### config.mk
export PLATFORM = sky130hd
export DESIGN_NAME = comb_stim_sequencer
export DESIGN_NICKNAME = d
export VERILOG_FILES = /design/src/rtl/comb_seq_pkg.sv /design/src/rtl/comb_seq_timer.sv /design/src/rtl/comb_stim_sequencer.sv
export SDC_FILE = /design/constraint.sdc
export NUM_CORES = 1
export LEC_CHECK = 0
export CORE_ASPECT_RATIO = 1.4
export CORE_UTILIZATION = 30
export DETAILED_ROUTE_END_ITERATION = 10
export GPL_TIMING_DRIVEN = 0
export PLACE_DENSITY = 0.57
export SLEW_MARGIN = 40
export SYNTH_ARGS = -nofsm -noshare
export SYNTH_HDL_FRONTEND = slang
export SYNTH_SLANG_ARGS = --single-unit
### constraint.sdc
create_clock -name clk -period 3.85 [get_ports clk]
set_input_delay 0.77 -clock clk [delete_from_list [all_inputs] [get_ports clk]]
set_output_delay 0.77 -clock clk [all_outputs]
set_load 0.05 [all_outputs]
### src/rtl/comb_seq_pkg.sv
// Shared types and default widths for the combinational-netlist stimulus sequencer.
// Latency: n/a (declarations only).
// Backpressure: n/a.
package comb_seq_pkg;

  localparam int DEF_IN_W  = 13;
  localparam int DEF_OUT_W = 5;
  localparam int DEF_CNT_W = 16;

  // Settle window counter width; SETTLE is limited to 1..255.
  localparam int TMR_W     = 8;

  typedef enum logic [2:0] {
    S_IDLE   = 3'd0,
    S_SETTLE = 3'd1,
    S_SAMP_A = 3'd2,
    S_SAMP_B = 3'd3,
    S_EMIT   = 3'd4,
    S_DONE   = 3'd5
  } seq_state_e;

endpackage

### src/rtl/comb_seq_timer.sv
// Loadable down-counter timing the per-vector settle window.
// Latency: load takes effect on the next edge; zero flag is decoded from the count register.
// Backpressure: none; decrements whenever i_dec is high and the count is non-zero.
//
// Ports: clk/rst_n       clock, async active-low reset
//        i_load          load i_load_val (wins over i_dec)
//        i_load_val      value to load
//        i_dec           decrement enable
//        o_zero          count register equals zero
module comb_seq_timer
  import comb_seq_pkg::*;
#(
  parameter int W = TMR_W
) (
  input  logic         clk,
  input  logic         rst_n,
  input  logic         i_load,
  input  logic [W-1:0] i_load_val,
  input  logic         i_dec,
  output logic         o_zero
);

  logic [W-1:0] r_cnt;

  always_ff @(posedge clk or negedge rst_n) begin
    if (!rst_n) begin
      r_cnt <= '0;
    end else if (i_load) begin
      r_cnt <= i_load_val;
    end else if (i_dec && (r_cnt != '0)) begin
      r_cnt <= r_cnt - 1'b1;
    end
  end

  assign o_zero = (r_cnt == '0);

endmodule

### src/rtl/comb_stim_sequencer.sv
// Sweeps netlist inputs over [vec_first, vec_last], settles, double-samples resp, streams one result per vector.
// Latency: res_valid rises SETTLE+2 cycles after start is taken; SETTLE+3 cycles per vector with res_ready high.
// Backpressure: EMIT holds result and stim while res_ready is low; abort drops any pending result.
//
// Ports: clk/rst_n                   clock, async active-low reset
//        start/abort                 sweep control (start in IDLE only, abort in any other state)
//        vec_first/vec_last          inclusive sweep range, latched at start
//        stim                        registered drive to netlist inputs
//        resp                        netlist outputs (sampled twice per vector)
//        res_valid/res_ready         result handshake
//        res_vec/res_out/res_unstable result payload
//        busy/done/unstable_cnt      status
module comb_stim_sequencer
  import comb_seq_pkg::*;
#(
  parameter int IN_W   = DEF_IN_W,
  parameter int OUT_W  = DEF_OUT_W,
  parameter int SETTLE = 4,
  parameter int CNT_W  = DEF_CNT_W
) (
  input  logic             clk,
  input  logic             rst_n,
  input  logic             start,
  input  logic             abort,
  input  logic [IN_W-1:0]  vec_first,
  input  logic [IN_W-1:0]  vec_last,
  output logic [IN_W-1:0]  stim,
  input  logic [OUT_W-1:0] resp,
  output logic             res_valid,
  input  logic             res_ready,
  output logic [IN_W-1:0]  res_vec,
  output logic [OUT_W-1:0] res_out,
  output logic             res_unstable,
  output logic             busy,
  output logic             done,
  output logic [CNT_W-1:0] unstable_cnt
);

  localparam logic [TMR_W-1:0] SETTLE_LD = TMR_W'(SETTLE - 1);

  seq_state_e       r_state;
  logic [IN_W-1:0]  r_stim;
  logic [IN_W-1:0]  r_last;
  logic [OUT_W-1:0] r_samp_a;
  logic [IN_W-1:0]  r_res_vec;
  logic [OUT_W-1:0] r_res_out;
  logic             r_res_unst;
  logic             r_busy;
  logic             r_done;
  logic [CNT_W-1:0] r_unst_cnt;

  logic w_start_ok;
  logic w_hs;
  logic w_at_last;
  logic w_tmr_load;
  logic w_tmr_dec;
  logic w_tmr_zero;

  assign w_start_ok = (r_state == S_IDLE) && start && (vec_first <= vec_last);
  // A handshake only counts when abort is not pulling the FSM back to IDLE.
  assign w_hs       = (r_state == S_EMIT) && res_ready && !abort;
  // Comparing against the latched last before incrementing is what prevents wrap at all-ones.
  assign w_at_last  = (r_stim == r_last);
  assign w_tmr_load = w_start_ok || (w_hs && !w_at_last);
  assign w_tmr_dec  = (r_state == S_SETTLE);

  comb_seq_timer #(.W(TMR_W)) u_timer (
    .clk        (clk),
    .rst_n      (rst_n),
    .i_load     (w_tmr_load),
    .i_load_val (SETTLE_LD),
    .i_dec      (w_tmr_dec),
    .o_zero     (w_tmr_zero)
  );

  always_ff @(posedge clk or negedge rst_n) begin
    if (!rst_n) begin
      r_state    <= S_IDLE;
      r_stim     <= '0;
      r_last     <= '0;
      r_samp_a   <= '0;
      r_res_vec  <= '0;
      r_res_out  <= '0;
      r_res_unst <= 1'b0;
      r_busy     <= 1'b0;
      r_done     <= 1'b0;
      r_unst_cnt <= '0;
    end else begin
      r_done <= 1'b0;
      if ((r_state != S_IDLE) && abort) begin
        r_state <= S_IDLE;
        r_busy  <= 1'b0;
      end else begin
        case (r_state)
          S_IDLE: begin
            if (w_start_ok) begin
              r_last     <= vec_last;
              r_stim     <= vec_first;
              r_unst_cnt <= '0;
              r_busy     <= 1'b1;
              r_state    <= S_SETTLE;
            end
          end
          // Timer was loaded with SETTLE-1, so checking zero here gives SETTLE cycles in this state.
          S_SETTLE: begin
            if (w_tmr_zero) r_state <= S_SAMP_A;
          end
          // resp comes from a possibly oscillating netlist; the two back-to-back samples
          // are compared only to expose instability, not to resolve it.
          S_SAMP_A: begin
            r_samp_a <= resp;
            r_state  <= S_SAMP_B;
          end
          S_SAMP_B: begin
            r_res_vec  <= r_stim;
            r_res_out  <= resp;
            r_res_unst <= (r_samp_a != resp);
            r_state    <= S_EMIT;
          end
          S_EMIT: begin
            if (w_hs) begin
              if (r_res_unst && (r_unst_cnt != '1)) r_unst_cnt <= r_unst_cnt + 1'b1;
              if (w_at_last) begin
                r_done  <= 1'b1;
                r_state <= S_DONE;
              end else begin
                r_stim  <= r_stim + 1'b1;
                r_state <= S_SETTLE;
              end
            end
          end
          S_DONE: begin
            r_busy  <= 1'b0;
            r_state <= S_IDLE;
          end
          default: begin
            r_busy  <= 1'b0;
            r_state <= S_IDLE;
          end
        endcase
      end
    end
  end

  assign stim         = r_stim;
  assign res_valid    = (r_state == S_EMIT);
  assign res_vec      = r_res_vec;
  assign res_out      = r_res_out;
  assign res_unstable = r_res_unst;
  assign busy         = r_busy;
  assign done         = r_done;
  assign unstable_cnt = r_unst_cnt;

endmodule

Word-level counts from Yosys, hierarchy flattened
Index checks and enable logic that the tools add are counted.
{"block": "word_totals", "register_bits": 79, "inputBits": 36, "output_inout_bits": 51, "wordCells": 79}
{"block": "classes", "addsub": 3, "magnitude_cmp": 1, "eq_ne": 15, "mux": 23, "bitwise_logic": 1, "n_reduce_logical": 25}
{"operator": "16-bit two-way mux", "n": 3}
{"operator": "13-bit two-way mux", "n": 3}
{"operator": "16-bit case mux with 2 select lines", "n": 1}
{"operator": "13-bit case mux with 2 select lines", "n": 1}
{"operator": "16-bit by 1-bit adder with 16-bit output (second input constant)", "n": 1}
{"operator": "8-bit two-way mux", "n": 2}
{"operator": "16-bit inequality test (second input constant)", "n": 1}
{"operator": "3-bit two-way mux", "n": 5}
{"operator": "3-bit case mux with 5 select lines", "n": 1}
{"operator": "13-bit by 1-bit adder with 13-bit output (second input constant)", "n": 1}
{"operator": "13-bit == test", "n": 1}
{"operator": "13-bit less-or-equal comparator", "n": 1}
{"operator": "5-bit AND reduction", "n": 2}
{"operator": "1-bit logical AND", "n": 8}
{"operator": "8-bit logical NOT", "n": 1}
{"operator": "8-bit nonzero test", "n": 1}
{"operator": "8-bit by 1-bit subtractor with 8-bit output (second input constant)", "n": 1}
{"operator": "3-bit by 2-bit == test with 1-bit output (second input constant)", "n": 2}
{"operator": "1-bit two-way mux", "n": 6}
{"operator": "2-bit by 1-bit inequality test with 1-bit output (second input constant)", "n": 3}
{"operator": "2-bit AND reduction", "n": 3}
{"operator": "3-bit AND reduction", "n": 2}
{"operator": "5-bit inequality test", "n": 1}
{"operator": "2-bit inequality test (second input constant)", "n": 2}
{"operator": "other kinds (13)", "n": 15}

Depth between registers and ports, before layout
Gate-level depths: netlist (run 1).
{"block": "logic_depth", "depth_word": 6, "mapped_depth": 11, "mapped_depth_nobuf": 9}

Cells and area by module
Synthesis (run 1) repeated with hierarchy kept, for this count alone.
{"block": "unflattened", "cells_unflattened": 461, "area_unflattened_um2": 4461.8}
{"mod": "comb_stim_sequencer", "instances": 1, "cells_each": 403, "area_per_inst_um2": 3933.8}
{"mod": "comb_seq_timer", "instances": 1, "cells_each": 58, "area_per_inst_um2": 528.0}

Worst setup path after synthesis (run 1)
OpenSTA, ideal clock, no wires.
{"block": "synth_timing", "path_type": "input port to flip-flop", "startpoint": "input vec_last[4]", "endpoint": "register r_last[1]", "arrival_time_ps": 2581, "required_ps": 3717, "slack_ps": 1136, "stages": 9, "n_path_buf": 1, "path_cell_list": "inv_1 ha_1 nand3_1 o21bai_1 a311oi_1 nor3_1 o211ai_1 clkbuf_1 o21ai_0"}
{"block": "synth_via", "elab_chain_len": 3}
{"element": "start, declared", "line": "comb_stim_sequencer.sv:26", "source": "input logic [IN_W-1:0] vec_last,"}
{"element": "13-bit less-or-equal comparator", "line": "comb_stim_sequencer.sv:59", "source": "assign w_start_ok = (r_state == S_IDLE) && start && (vec_first <= vec_last);"}
{"element": "1-bit logical AND", "line": "comb_stim_sequencer.sv:59"}
{"element": "3-bit AND reduction (no line)"}
{"element": "end signal, assigned", "line": "comb_stim_sequencer.sv:97", "source": "r_last <= vec_last;"}
{"element": "end, declared", "line": "comb_stim_sequencer.sv:43", "source": "logic [IN_W-1:0] r_last;"}
No other way between the ends.
A chain may end at the register's enable or synchronous reset.

Final worst setup path (run 1)
{"block": "layout_timing", "startpoint": "register r_state[0]", "endpoint": "output res_valid"}
{"block": "layout_via", "elab_chain_len": 1}
{"element": "start, declared", "line": "comb_stim_sequencer.sv:41", "source": "seq_state_e r_state;"}
{"element": "start signal, assigned", "line": "comb_stim_sequencer.sv:78", "source": "r_state <= S_IDLE;"}
{"element": "start signal, assigned", "line": "comb_stim_sequencer.sv:91", "source": "r_state <= S_IDLE;"}
{"element": "start signal, assigned", "line": "comb_stim_sequencer.sv:101", "source": "r_state <= S_SETTLE;"}
{"element": "3-bit == test", "line": "comb_stim_sequencer.sv:146", "source": "assign res_valid = (r_state == S_EMIT);"}
{"element": "end, declared", "line": "comb_stim_sequencer.sv:29", "source": "output logic res_valid,"}
No other way between the ends.

==> results of run 1 <==
synth_stat cells (all sizes together):
library cell  count
nor2             27
nor3             11
nor4b             2
a22oi             1
buf               8
a22o              1
xnor2            20
a21oi            37
a311oi            2
a21o              2
mux2i             1
o211ai            1
a2bb2oi           1
nor2b             3
nand2b            4
o31ai             3
a32oi             1
o2bb2ai           1
or2               4
mux2             25
nand3            22
o22ai             4
or3               2
nand2            54
o32a              1
nand4             8
clkbuf           13
dfrtp            79
o21ai            45
ha               17
o21bai            2
o32ai             1
a211o             2
a31oi             4
and3              6
and2              3
nand4b            1
a31o              1
or4               1
xor2              5
nor4              6
inv              23
a311o             2
logic make-up after synthesis:
family,Yosys count,share of synthesized area
multiplexers,26,0.06765
buffers and inverters,44,0.04616
XOR/XNOR,25,0.05081
adder cells (fa/ha/maj),17,0.04936
flip-flops,79,0.4588
AO/OA/AOI/OAI,112,0.1536
AND/OR/NAND/NOR,154,0.1736
power by group through the flow:
stage | registers (mW) | logic (mW) | clock network [mW]
6_report | 1.44 | 2.19 | 0.830
5_1_grt | 1.49 | 2.37 | 0.883
3_5_place_dp | 1.46 | 2.20 | 0
2_1_floorplan | 1.99 | 0.938 | 0
3_3_place_gp | 1.45 | 2.17 | 0
4_1_cts | 1.45 | 2.21 | 0.850
worst max-delay path, cell delays in order (launching register included):
cell,delay [ns]
dfrtp_1,0.46
nor2_1,0.17
nand2_1,0.18
inv_1,0.15
clkbuf_1,0.48
clkdlybuf4s50_1,0.92
flip-flops by register name, summed over array words and instances, names as in the netlist:
| name | flops |
|---|---|
| res_out | 5 |
| res_vec | 13 |
| unstable_cnt | 16 |
| done | 1 |
| res_unstable | 1 |
| r_samp_a | 5 |
| u_timer.r_cnt | 8 |
| busy | 1 |
| r_state | 3 |
| stim | 13 |
| r_last | 13 |
routing by layer:
metal,share of wire,up-vias
li1,-,1805
met4,0.0095,0
met5,0,-
met2,0.52,89
met1,0.44,1833
met3,0.035,6
metrics by stage:
step	total power, mW	instances
5_1_grt	4.742	744
4_1_cts	4.512	744
2_1_floorplan	2.925	457
3_3_place_gp	3.614	727
6_report	4.461	744
3_5_place_dp	3.661	728
placed cells by master (no fill, tap or decap), drive strengths merged, types with 3 or more instances in the layout:
master	instances
a21oi	37
a31oi	4
and2	3
and3	6
buf	10
clkbuf	24
clkdlybuf4s50	84
clkinvlp	3
dfrtp	79
ha	17
inv	24
mux2	25
nand2	54
nand2b	4
nand3	22
nand4	8
nor2	27
nor2b	3
nor3	11
nor4	6
o21ai	45
o22ai	4
o31ai	3
or2	4
xnor2	20
xor2	5
worst max path at each step:
stage,to,slack (ns),cells past startpoint
floorplan,r_last[1]$_DFFE_PN0P_,1.14,9
global placement,r_samp_a[4]$_DFFE_PN0P_,-0.99,1
detailed placement,r_last[8]$_DFFE_PN0P_,0.04,10
CTS,res_valid,0.33,5
global route,res_valid,0.23,5
finish,res_valid,0.38,5
area by class of cell:
type | count | area (sq um)
buffer | 21 | 112.6
clock buffer | 11 | 252.7
clock inverter | 5 | 40.04
fill | 1383 | 8263
inverter | 23 | 86.33
multi-input combinational | 334 | 2140
sequential | 79 | 1977
tap | 185 | 231.5
timing repair buffer | 86 | 872.1
==> reports/metrics.cfg, run 1 <==
[run_status]
outcome=complete, no violations

[logic_synthesis]
yosys_register_bits=79
synth_cell_types=49
synth_area_leaders=dfrtp_1, mux2_2, o21ai_0
syn_inst=457
synthesis.nets=510
ys_seq_area_frac=0.4588
yosysWarnings=0
synth.top_cell.area_share=0.4588
syn_area_sq_um=4309
synth_top_area_cell=dfrtp_1
avgSynthCellArea_sq_um=9.429

[pwr]
internal_power_mw=2.466
seqPwrFrac=0.324
switching_power_mw=1.995
switching_share=0.4473
peakVddDrop_v=0.0004817
power_density_nw_per_um2=781.0
leakagePower_nw=2.362
p_clk_frac=0.186
p_comb_frac=0.490

[cts]
insertion_delay_ns=0.34
hold_buffers=0
clockBufferDepth=2
cts_root_buf=clkbuf_16
clkTransAtPathRegs_ns=0.06
cts_htree_levels=3
cts_tree=yes
clock_sinks=79
numCtsBuffers=9
cts_setup_buffers=0
post_cts_resized=0

[placement]
gp_congestion=0.8375
port_buffers=85
dp_hpwl_um=8909
place_area_sq_um=5419
pre_cts_ws_ns=0.04428

[cells_and_area]
n_antenna_cell=0
drive_above_1_share=0.1055
synthToLayoutAreaGrowth_pct=32.55
fin_util=0.4087
nets=607
fin_area_sq_um=5712

[sta]
fin_crit_sh=0.9011
finalMaxSlewViolations=0
clock.fmax_mhz=288.3
hold_slack_ns=0.3405
min_period_ns=3.469
setup_viol=0
setup_tns_ns=0
max_slew.worst_pin.slew_ns=0.7441
maxSlewHeadroom=0.5006
finalWorstSetupSlack_ns=0.3808
rsz0062_at_grt=false
worst_clock_skew_ns=0.007857
hold_violations=0

[routing]
viasPerCell=5.017
routed_wl_um=11850
drc=0
drt_iter0_markers=226
wl_per_cell_um=15.92
ant_nets=0
vias=3733
first_pass_iters=4

[setup_path]
rr_endpoint=unstable_cnt[14]$_DFFE_PN0P_
rr_startpoint=unstable_cnt[0]$_DFFE_PN0P_
r2r_slack_ns=1.06
worstSetupStartpointType=flop
crit_path_end_kind=primary output
crit_required_ns=3.08
rr_worst_depth=9
critPathMaxFanout=10
cp-startpoint=r_state[0]$_DFFE_PN0P_
criticalPathCategory=flop to primary output
cp.arrival_ns=2.70

[global_route]
grt_use_met2=0.2930
grt_use_total=0.1717
grt-ovfl-total=0
grt_pass1_wl_um=19210
busiest_layer=met2
grt_util_met3=0.02772
grt_pass1_vias=3731
grt_max_degree=42
antenna_found_initial=0
grt.met1_usage=0.2148

[floorplan]
die_w_um=103.3
core_sq_um=13970
rows=51
dieArea_sq_um=14850
io_pins=87
initial_utilization=0.3084
chipHeight_um=143.8

[run]
drv_cap=0

[worst_hold_path]
hp-class=input pin to async pin

(Power assumes the default switching activity.)
==> run 2: changes to the inputs <==
- clock period: 3.85 -> 4.15 ns (I/O delays scaled with it)
==> results of run 2 <==
Same layout as run 1 (identical final DEF). Status: complete, no violations.
Main changes from that run: setup slack after placement 0.04428 ns -> 0.2843 ns; setup slack after layout 0.3808 ns -> 0.6208 ns; hold slack 0.3405 ns -> 0.4005 ns; register-to-register setup slack 1.06 ns -> 1.36 ns; total power 4.461 mW -> 4.139 mW; worst IR drop on VDD 0.0004817 V -> 0.0004469 V
==> run 3: changes to the inputs <==
- PLACE_DENSITY: 0.57 -> 0.59
- clock period: 4.15 -> 3.05 ns (I/O delays scaled with it)
==> reports/metrics.cfg, run 3 (synthesis gave the netlist of run 1 again) <==
[cts]
clock_sinks=79  ; unchanged
cts_root_buf=clkbuf_16
clockBufferDepth=2  ; unchanged
cts_htree_levels=3  ; unchanged
clkTransAtPathRegs_ns=0.06  ; about the same
numCtsBuffers=9  ; unchanged
insertion_delay_ns=0.34  ; about the same
cts_tree=yes

[placement]
port_buffers=85  ; unchanged
dp_hpwl_um=8887  ; -0.24%
gp_congestion=0.8454  ; +0.94%

[setup_path]
cpPeakStageDelay_ns=0.48  ; -0.44 ns
r2r_slack_ns=0.44
cp_slowest_cell=clkdlybuf4s50_1
path_cells=clkdlybuf4s50_1, ha_1, nand3_1, o21bai_1, a311oi_2, nor3_1, o211ai_1, buf_4, mux2_2
critPathMaxFanout=6  ; -4
rr_startpoint=stim[9]$_DFFE_PN0P_
worstSetupStartpointType=input pin
crit_required_ns=3.28
rr_worst_depth=9  ; unchanged
cp.arrival_ns=3.20  ; +0.50 ns
rr_endpoint=u_timer.r_cnt[1]$_DFFE_PN0P_
crit_path_end_kind=flop
criticalPathCategory=input pin to flop

[sta]
clock.fmax_mhz=336.4
max_slew.worst_pin.slew_ns=0.6739  ; -0.07020 ns
min_period_ns=2.972
finalMaxSlewViolations=0  ; unchanged
maxSlewHeadroom=0.5507  ; +0.05013
fin_crit_sh=0.9746
worst_clock_skew_ns=0.008254  ; +0.0003973 ns
rsz0062_at_grt=true
hold_slack_ns=0.1404
hold_violations=0  ; unchanged
setup_tns_ns=0  ; unchanged
setup_viol=0  ; unchanged

[run]
drv_cap=0  ; unchanged

[floorplan]
core_sq_um=13970  ; unchanged
chipHeight_um=143.8  ; unchanged
io_pins=87  ; unchanged
dieArea_sq_um=14850  ; unchanged
die_w_um=103.3  ; unchanged
rows=51  ; unchanged
initial_utilization=0.3084  ; unchanged

[routing]
first_pass_iters=5  ; +1
ant_nets=0  ; unchanged
drc=0  ; unchanged
drt_iter0_markers=290  ; +28%
wl_per_cell_um=16.11  ; +1.2%
vias=3882  ; +4.0%
viasPerCell=5.197  ; +3.6%
routed_wl_um=12030  ; +1.6%

[cells_and_area]
n_antenna_cell=0  ; unchanged
seq_area_sq_um=1977  ; unchanged
nets=611  ; +0.66%
layout_commonest_cell=clkdlybuf4s50_1
drive_above_1_share=0.1246  ; +0.01901
synthToLayoutAreaGrowth_pct=35.28
largest_register_ffs=16  ; unchanged
multi_input_area_sq_um=2166  ; +1.2%
num-fill-cells=1375  ; -0.58%
fin_util=0.4171  ; +0.008416
layout_common_cells=clkdlybuf4s50_1, dfrtp_1, nand2_1, o21ai_0, a21oi_1

[pwr]
peakVddDrop_v=0.0005553
power_density_nw_per_um2=1009
total_power_mw=5.884
leakagePower_nw=2.426  ; +2.7%

[global_route]
grt_util_met3=0.03064  ; +0.002918
grt_use_total=0.1725  ; +0.0007779
grt_max_degree=52  ; +24%
antenna_found_initial=0  ; unchanged
grt.met1_usage=0.2186  ; +0.003749
grt_pass1_wl_um=19360  ; +0.79%
grt_use_met2=0.2818  ; -0.01123
busiest_layer=met2
grt-ovfl-total=0  ; unchanged
grt_pass1_vias=3851  ; +3.2%

[worst_hold_path]
hp-class=input pin to async pin

[run_status]
outcome=complete, no violations

==> run 3: cell count changes in the layout (fill, tap and decap cells not counted), sizes merged <==
cell,previous run,this run
buf,10,14
bufinv,0,3
clkinvlp,3,1
clkbuf,24,23
clkdlybuf4s15,0,1
clkdlybuf4s50,84,83
inv,24,23
==> run 3: repair_timing <==
item,CTS,global route
setup endpoints to repair,16,42
hold endpoints to repair,0,0
setup buffers,1,2
resized for setup,6,3
cloned,0,1
pin swaps,1,1
hold buffers,0,0
==> run 3: through the flow <==
step / worst slack (ns) / instance area, sq um / cells
3_5_place_dp: -0.6450 / 5426 / 728
6_report: 0.07758 / 5829 / 747
5_1_grt: -0.09389 / 5829 / 747
2_1_floorplan: 0.4962 / 4309 / 457
3_3_place_gp: -1.652 / 5391 / 727
4_1_cts: 0.05439 / 5787 / 744
==> run 3: cell type report <==
| cell class | instances | share of cell area |
|---|---|---|
| Tap cell | 185 | 0.03971 |
| Timing Repair Buffer | 90 | 0.1558 |
| Multi-Input combinational cell | 334 | 0.3715 |
| Clock inverter | 5 | 0.01824 |
| Inverter | 23 | 0.01481 |
| Buffer | 21 | 0.01975 |
| Clock buffer | 10 | 0.04100 |
| Sequential cell | 79 | 0.3391 |
==> run 3: worst max-delay path, delay by kind of cell <==
kind / cells / cell delay, ns
AOI/OAI and AO/OA: 3 / 0.97
muxes: 1 / 0.34
adders and majority gates: 1 / 0.36
buffers and inverters: 2 / 0.70
and+or+nand+nor: 2 / 0.23
==> run 3: worst max path at each step <==
stage,start,endpoint,cells past startpoint
floorplan,vec_last[4],r_last[1]$_DFFE_PN0P_,9
global placement,rst_n,res_out[3]$_DFFE_PN0P_,1
detailed placement,vec_last[4],r_last[8]$_DFFE_PN0P_,10
CTS,vec_last[4],r_last[0]$_DFFE_PN0P_,10
global route,vec_last[4],r_last[0]$_DFFE_PN0P_,10
finish,vec_first[4],r_last[0]$_DFFE_PN0P_,9
==> run 3: report_power, final <==
group          switching, mW  internal (mW)  total (mW)
Combinational           1.71           1.09        2.81
Sequential             0.376           1.45        1.82
Clock                  0.436          0.819        1.25
Total                   2.53           3.36        5.88
==> run 3: routing by layer <==
metal,part of all wire,vias up,wire length (um)
met1,0.42,1912,5100
met2,0.50,129,6065
met4,0.024,0,294
met3,0.047,22,570
met5,0,-,0
li1,-,1819,-
